## src/rtl/m6809_operand16_fetch_if.sv

```systemverilog
// -----------------------------------------------------------------------------
// m6809_operand16_fetch_if
//
// Purpose: bundles the request/response handshake of the 16-bit operand
// sequencer together with its 8-bit memory bus.
//
// Signals:
//   start, is_write, ea[15:0], wdata[15:0], abort : word request side
//   busy, done, operand[15:0]                     : word status/result side
//   mem_addr[15:0], mem_rd, mem_wr, mem_wdata[7:0]: byte bus driven to memory
//   mem_rdata[7:0], mem_ready                     : byte bus returned by memory
//
// Modports:
//   master : the sequencer (drives the memory bus, reports status)
//   slave  : its environment (requester plus memory)
// -----------------------------------------------------------------------------
interface m6809_operand16_fetch_if;
  logic        start;
  logic        is_write;
  logic [15:0] ea;
  logic [15:0] wdata;
  logic        abort;
  logic [15:0] mem_addr;
  logic        mem_rd;
  logic        mem_wr;
  logic [7:0]  mem_wdata;
  logic [7:0]  mem_rdata;
  logic        mem_ready;
  logic        busy;
  logic        done;
  logic [15:0] operand;

  modport master (
    input  start, is_write, ea, wdata, abort, mem_rdata, mem_ready,
    output mem_addr, mem_rd, mem_wr, mem_wdata, busy, done, operand
  );

  modport slave (
    output start, is_write, ea, wdata, abort, mem_rdata, mem_ready,
    input  mem_addr, mem_rd, mem_wr, mem_wdata, busy, done, operand
  );
endinterface

```

## src/rtl/m6809_operand16_fetch.sv

```systemverilog
// -----------------------------------------------------------------------------
// m6809_operand16_fetch
//
// Purpose: turns one 16-bit operand request into two byte cycles on the 6809
// 8-bit memory bus, big-endian (high byte at EA, low byte at EA+1). Reads
// assemble the ALU B operand; writes split a 16-bit result into two stores.
//
// Ports:
//   clk   : system clock, rising edge
//   rst_n : asynchronous active-low reset
//   bus   : m6809_operand16_fetch_if.master (request, status and memory bus)
//
// Sequence: IDLE -> HI -> LO -> DONE -> IDLE. Every output is a flop, so the
// values for a phase are loaded on the edge that enters that phase.
// -----------------------------------------------------------------------------
module m6809_operand16_fetch (
  input  logic                           clk,
  input  logic                           rst_n,
  m6809_operand16_fetch_if.master        bus
);

  typedef enum logic [1:0] {
    ST_IDLE = 2'd0,
    ST_HI   = 2'd1,
    ST_LO   = 2'd2,
    ST_DONE = 2'd3
  } state_e;

  state_e      state_q,     state_d;
  logic [15:0] ea_q,        ea_d;
  logic [15:0] wdata_q,     wdata_d;
  logic        is_write_q,  is_write_d;
  logic [15:0] mem_addr_q,  mem_addr_d;
  logic        mem_rd_q,    mem_rd_d;
  logic        mem_wr_q,    mem_wr_d;
  logic [7:0]  mem_wdata_q, mem_wdata_d;
  logic        busy_q,      busy_d;
  logic        done_q,      done_d;
  logic [15:0] operand_q,   operand_d;

  // Second byte address; the 16-bit add drops the carry so FFFF wraps to 0000.
  logic [15:0] ea_plus1_s;
  assign ea_plus1_s = ea_q + 16'h0001;

  // Next-state and next-output computation for the byte sequencer.
  always_comb begin
    state_d     = state_q;
    ea_d        = ea_q;
    wdata_d     = wdata_q;
    is_write_d  = is_write_q;
    mem_addr_d  = mem_addr_q;
    mem_rd_d    = 1'b0;
    mem_wr_d    = 1'b0;
    mem_wdata_d = mem_wdata_q;
    busy_d      = 1'b0;
    done_d      = 1'b0;
    operand_d   = operand_q;

    case (state_q)
      ST_IDLE: begin
        if (bus.start) begin
          // Latch the request and present the high-byte cycle right away so
          // the strobe is visible in the first HI cycle.
          state_d     = ST_HI;
          ea_d        = bus.ea;
          wdata_d     = bus.wdata;
          is_write_d  = bus.is_write;
          mem_addr_d  = bus.ea;
          mem_wdata_d = bus.wdata[15:8];
          mem_rd_d    = ~bus.is_write;
          mem_wr_d    = bus.is_write;
          busy_d      = 1'b1;
        end else begin
          state_d     = ST_IDLE;
        end
      end

      ST_HI: begin
        if (bus.abort) begin
          // Abort beats mem_ready: drop strobes, capture nothing.
          state_d = ST_IDLE;
        end else if (bus.mem_ready) begin
          if (!is_write_q) begin
            operand_d[15:8] = bus.mem_rdata;
          end else begin
            operand_d[15:8] = operand_q[15:8];
          end
          state_d     = ST_LO;
          mem_addr_d  = ea_plus1_s;
          mem_wdata_d = wdata_q[7:0];
          mem_rd_d    = ~is_write_q;
          mem_wr_d    = is_write_q;
          busy_d      = 1'b1;
        end else begin
          // Wait state: address, data and strobe held unchanged.
          state_d  = ST_HI;
          mem_rd_d = ~is_write_q;
          mem_wr_d = is_write_q;
          busy_d   = 1'b1;
        end
      end

      ST_LO: begin
        if (bus.abort) begin
          state_d = ST_IDLE;
        end else if (bus.mem_ready) begin
          if (!is_write_q) begin
            operand_d[7:0] = bus.mem_rdata;
          end else begin
            operand_d[7:0] = operand_q[7:0];
          end
          state_d = ST_DONE;
          done_d  = 1'b1;
          busy_d  = 1'b1;
        end else begin
          state_d  = ST_LO;
          mem_rd_d = ~is_write_q;
          mem_wr_d = is_write_q;
          busy_d   = 1'b1;
        end
      end

      ST_DONE: begin
        // done pulse lasts exactly one cycle; abort has no effect here.
        state_d = ST_IDLE;
      end

      default: begin
        state_d = ST_IDLE;
      end
    endcase
  end

  // State and output registers with asynchronous reset to the idle values.
  always_ff @(posedge clk or negedge rst_n) begin
    if (!rst_n) begin
      state_q     <= ST_IDLE;
      ea_q        <= 16'h0000;
      wdata_q     <= 16'h0000;
      is_write_q  <= 1'b0;
      mem_addr_q  <= 16'h0000;
      mem_rd_q    <= 1'b0;
      mem_wr_q    <= 1'b0;
      mem_wdata_q <= 8'h00;
      busy_q      <= 1'b0;
      done_q      <= 1'b0;
      operand_q   <= 16'h0000;
    end else begin
      state_q     <= state_d;
      ea_q        <= ea_d;
      wdata_q     <= wdata_d;
      is_write_q  <= is_write_d;
      mem_addr_q  <= mem_addr_d;
      mem_rd_q    <= mem_rd_d;
      mem_wr_q    <= mem_wr_d;
      mem_wdata_q <= mem_wdata_d;
      busy_q      <= busy_d;
      done_q      <= done_d;
      operand_q   <= operand_d;
    end
  end

  assign bus.mem_addr  = mem_addr_q;
  assign bus.mem_rd    = mem_rd_q;
  assign bus.mem_wr    = mem_wr_q;
  assign bus.mem_wdata = mem_wdata_q;
  assign bus.busy      = busy_q;
  assign bus.done      = done_q;
  assign bus.operand   = operand_q;

endmodule
```

## src/flat_wrapper.sv

```systemverilog
// flat-port wrapper written by rule: the top's interface ports become plain ports
module m6809_operand16_fetch_flat 
  (clk, rst_n, bus_start, bus_is_write, bus_ea, bus_wdata, bus_abort, bus_mem_rdata, bus_mem_ready, bus_mem_addr, bus_mem_rd, bus_mem_wr, bus_mem_wdata, bus_busy, bus_done, bus_operand);
  m6809_operand16_fetch_if bus_i ();
  input  logic clk;
  input  logic rst_n;
  input wire logic [$bits(bus_i.start)-1:0] bus_start;
  input wire logic [$bits(bus_i.is_write)-1:0] bus_is_write;
  input wire logic [$bits(bus_i.ea)-1:0] bus_ea;
  input wire logic [$bits(bus_i.wdata)-1:0] bus_wdata;
  input wire logic [$bits(bus_i.abort)-1:0] bus_abort;
  input wire logic [$bits(bus_i.mem_rdata)-1:0] bus_mem_rdata;
  input wire logic [$bits(bus_i.mem_ready)-1:0] bus_mem_ready;
  output wire logic [$bits(bus_i.mem_addr)-1:0] bus_mem_addr;
  output wire logic [$bits(bus_i.mem_rd)-1:0] bus_mem_rd;
  output wire logic [$bits(bus_i.mem_wr)-1:0] bus_mem_wr;
  output wire logic [$bits(bus_i.mem_wdata)-1:0] bus_mem_wdata;
  output wire logic [$bits(bus_i.busy)-1:0] bus_busy;
  output wire logic [$bits(bus_i.done)-1:0] bus_done;
  output wire logic [$bits(bus_i.operand)-1:0] bus_operand;
  assign bus_i.start = bus_start;
  assign bus_i.is_write = bus_is_write;
  assign bus_i.ea = bus_ea;
  assign bus_i.wdata = bus_wdata;
  assign bus_i.abort = bus_abort;
  assign bus_i.mem_rdata = bus_mem_rdata;
  assign bus_i.mem_ready = bus_mem_ready;
  assign bus_mem_addr = bus_i.mem_addr;
  assign bus_mem_rd = bus_i.mem_rd;
  assign bus_mem_wr = bus_i.mem_wr;
  assign bus_mem_wdata = bus_i.mem_wdata;
  assign bus_busy = bus_i.busy;
  assign bus_done = bus_i.done;
  assign bus_operand = bus_i.operand;
  m6809_operand16_fetch u_core (.clk(clk), .rst_n(rst_n), .bus(bus_i));
endmodule
```

## config.mk

```make
export PLATFORM = sky130hd
export DESIGN_NAME = m6809_operand16_fetch_flat
export DESIGN_NICKNAME = d
export VERILOG_FILES = /design/src/rtl/m6809_operand16_fetch_if.sv /design/src/rtl/m6809_operand16_fetch.sv /design/src/flat_wrapper.sv
export SDC_FILE = /design/constraint.sdc
export NUM_CORES = 1
export LEC_CHECK = 0
export CAP_MARGIN = 20
export CORE_MARGIN = 1.5
export CORE_UTILIZATION = 43
export CTS_CLUSTER_DIAMETER = 40
export DETAILED_ROUTE_END_ITERATION = 7
export GPL_ROUTABILITY_DRIVEN = 0
export HOLD_SLACK_MARGIN = 0.06
export PLACE_DENSITY = 0.75
export SKIP_LAST_GASP = 1
export SLEW_MARGIN = 0
export SYNTH_ARGS = -nofsm -noshare
export SYNTH_HDL_FRONTEND = slang
export SYNTH_SLANG_ARGS = --single-unit
```

## constraint.sdc

```tcl
create_clock -name clk -period 1.95 [get_ports clk]
set_clock_uncertainty 0.2 [all_clocks]
set_input_delay 0.195 -clock clk [delete_from_list [all_inputs] [get_ports clk]]
set_output_delay 0.195 -clock clk [all_outputs]
set_load 0.05 [all_outputs]
```

==> impl_metrics.ini, run 1 <==
[status]
violations = setup timing
status = finished, violations left

[detailed_routing]
num_vias = 2655
ant_nets = 0
drc = 0
postRouteWirelength_microns = 8010
wl_met1_microns = 3510
met2_wirelength_microns = 3870
wire_per_inst_microns = 15.6
firstDrtPassIters = 4
dr.first_iter.drc_count = 114
top_layer = met4
wl_met3_microns = 483
via_per_inst = 5.16

[critical_path]
critPathBufInv = 1
critical_path.most_common_cell = a21o_1
critPathRequiredTime_ns = 1.97
critPathKind = flip-flop to flip-flop
critical_path.top_delay_family = flip-flops
cp.arrival_ns = 2.00
path_cells = inv_2 -> ha_4 -> mux2i_4 -> a21o_1 -> a21o_1 -> or3b_1
crit_path_end_kind = flip-flop
max_stage_delay_ns = 0.45
critPathLaunchType = flip-flop
worst_path_max_delay_cell = dfrtp_1
cp_max_fo = 5

[sta]
setup_slack_ns = -0.0287
relSlewSlack_pct = 65.6
finalCritPeriodShare_pct = 101
hold_viol = 0
post-route-min-period_ns = 1.98
worstMarginPinSlew_ns = 0.514
max_clock_freq_mhz = 505
fin_tns_setup_ns = -0.0558
slew_viol_final = 0
setup_viol = 3
rsz0062_at_grt = true
holdWs_ns = 0.179

[finish]
fillers = 561
multi_input_area_sq_um = 1500
utilization_pct = 66.3
regArea_sq_um = 1780
area_growth_pct = 47.5
nets = 464
stdcell_count = 515
final_cell_area_sq_um = 4860
drive_gt1_share_pct = 29.1
insertedDiodeCount = 0

[clock_network]
clock_tree.root_cell = clkbuf_8
clkLatencyLatePin_ns = 0.35
cts_made_buffers = 9
h-tree-depth = 3
clk_path_buf_depth = 2
cts_tree = yes
path_clk_slew_ns = 0.08
numClockSinks = 71

[pwr]
p_total_mw = 5.78
p_leak_nw = 2.12
peakVddDrop_mv = 0.669
power_density_nw_per_um2 = 1190

[grt]
overflow = 0
grt_use_total_pct = 20.3
grt_max_degree = 72
grt_first_pass_wirelength_microns = 13100
antenna_found_initial = 0
grt_pass1_vias = 2681

[yosys]
synth_edf_count = 0
ys_ff_latch = 71
synth_cell_types = 40
ys.flop_type = dfrtp_1
synth_nets = 337
synth_warnings = 0
async_flop_share_pct = 100
syn_area_sq_um = 3290
synth_cells = 284
synth_seq_area_share_pct = 54.0
syn_area_per_cell_sq_um = 11.6

[place]
place_hpwl_microns = 5470
placed_area_sq_um = 4510
post-place-ws_ns = -0.0869
dp_cells = 492
portBuffers = 89

[floorplan]
die_x_microns = 90.5
dieArea_sq_um = 8190
initial_utilization_pct = 44.9
rows = 31
io_pins = 90
fp.coreArea_sq_um = 7330
die_h_microns = 90.5

[job]
cap_violations = 0

[worst_hold_path]
hp-class = input port to async pin
-- worst register-to-register path, delay by kind of cell (launching register included) --
family | cells | cell delay [ns]
flops | 1 | 0.45
mux | 1 | 0.19
compound gates | 2 | 0.42
buf+inv | 1 | 0.09
simple gates | 1 | 0.33
fa+ha+maj | 1 | 0.18
-- logic make-up (layout without fill, tap and decap cells) --
| family | Yosys count | in the layout | share of synthesized area [%] |
|---|---|---|---|
| fa+ha+maj | 7 | 7 | 2.66 |
| flops | 71 | 71 | 54.0 |
| simple gates | 81 | 81 | 12.5 |
| mux | 54 | 54 | 18.0 |
| xor+xnor | 8 | 8 | 2.13 |
| buf+inv | 18 | 150 | 2.51 |
| compound gates | 45 | 45 | 8.17 |
-- per-layer routing --
| metal | GRT usage (%) | vias up |
|---|---|---|
| met1 | 25.7 | 1289 |
| met2 | 33.0 | 85 |
| li1 | - | 1270 |
| met4 | 8.73 | 0 |
| met5 | 0 | - |
| met3 | 4.88 | 11 |
-- cell usage after synthesis, types with 2 or more instances --
cell type	instances	share of area, %
nor3b_1	5	1.1
clkbuf_1	2	0.23
nand3_1	10	1.5
a21o_1	2	0.46
buf_1	2	0.23
o22ai_1	3	0.57
ha_1	7	2.7
xnor2_1	6	1.6
nand2b_1	3	0.57
nor2_1	14	1.6
a21oi_1	12	1.8
or3_1	3	0.57
mux2_2	40	14
nor3_2	2	0.61
nor4_1	2	0.38
nand4_1	5	0.95
inv_1	6	0.68
nor3_1	6	0.91
o21a_1	2	0.46
nor2b_1	2	0.38
o21ai_0	17	2.6
dfrtp_1	71	54
o31ai_1	4	0.91
nand2_1	25	2.8
buf_2	5	0.76
mux2i_1	13	4.0
xor2_1	2	0.53
-- cell usage in the layout, fill, tap and decap left out, types with 2 or more instances in the layout --
cell	count
clkdlybuf4s50_1	71
dfrtp_1	71
mux2_2	40
buf_4	40
nand2_1	25
o21ai_0	16
nor2_1	14
mux2i_1	13
clkbuf_8	11
a21oi_1	10
nand3_1	10
xnor2_1	6
nor3_1	5
nand4_1	5
nor3b_1	5
inv_1	4
o31ai_1	4
dlymetal6s2s_1	4
buf_6	4
buf_12	4
inv_2	3
nand2b_1	3
or3_1	3
ha_1	3
clkinv_2	3
nor2b_1	2
nor3_2	2
a21oi_2	2
xor2_1	2
a21o_1	2
o22ai_1	2
o21a_1	2
nor4_1	2
ha_4	2
ha_2	2
clkbuf_16	2
-- what timing repair did --
item                                    4_1_cts  5_1_grt
endpoints found under the setup margin       10       34
gates resized for setup                       8       12
endpoints found under the hold margin        71        0
pin swaps                                     0        4
setup buffers                                 0        4
cloned                                        0        2
hold buffers                                  1        0
-- area by class of cell --
type	instances	area share, %
Inverter	7	0.541
Timing Repair Buffer	127	25.8
Tap cell	99	2.55
Clock inverter	5	0.644
Multi-Input combinational cell	195	30.8
Clock buffer	11	3.12
Sequential cell	71	36.6
-- flip-flops by register name (all words and copies together) (netlist names) --
register,cells
u_core.bus.operand,16
u_core.is_write_q,1
u_core.state_q,2
u_core.bus.mem_wr,1
u_core.wdata_q,8
u_core.bus.mem_rd,1
u_core.bus.busy,1
u_core.bus.mem_addr,16
u_core.ea_q,16
u_core.bus.mem_wdata,8
u_core.bus.done,1
-- path summary, 6_finish.rpt --
check                                                        start                                   to  slack, ns  depth (start not counted)
max in group asynchronous                                    rst_n   u_core.bus.mem_addr[0]$_DFFE_PN0P_       1.03                          3
min in group clk                                      bus_wdata[2]        u_core.wdata_q[2]$_DFFE_PN0P_       0.25                          2
worst max register to register         u_core.state_q[0]$_DFF_PN0_  u_core.bus.mem_addr[13]$_DFFE_PN0P_      -0.03                          6
worst min register to register  u_core.bus.mem_addr[5]$_DFFE_PN0P_   u_core.bus.mem_addr[5]$_DFFE_PN0P_       0.28                          2
worst max-delay path                   u_core.state_q[0]$_DFF_PN0_  u_core.bus.mem_addr[13]$_DFFE_PN0P_      -0.03                          6
worst min-delay path                                         rst_n          u_core.bus.mem_wr$_DFF_PN0_       0.18                          3
-- power by group --
part | internal [mW] | switching [mW] | total, mW
Combinational | 1.02 | 1.56 | 2.58
Clock | 0.529 | 0.563 | 1.09
Sequential | 1.85 | 0.258 | 2.11
Total | 3.40 | 2.39 | 5.78
(Power assumes the default switching activity.)
==> run 2: changes to the inputs <==
--- a/config.mk
+++ b/config.mk
@@ -8,7 +8,6 @@
 export CAP_MARGIN = 20
 export CORE_MARGIN = 1.5
 export CORE_UTILIZATION = 43
-export CTS_CLUSTER_DIAMETER = 40
 export DETAILED_ROUTE_END_ITERATION = 7
 export GPL_ROUTABILITY_DRIVEN = 0
 export HOLD_SLACK_MARGIN = 0.06
==> results of run 2 <==
The final DEF is identical to that of run 1; final timing and power are the same.
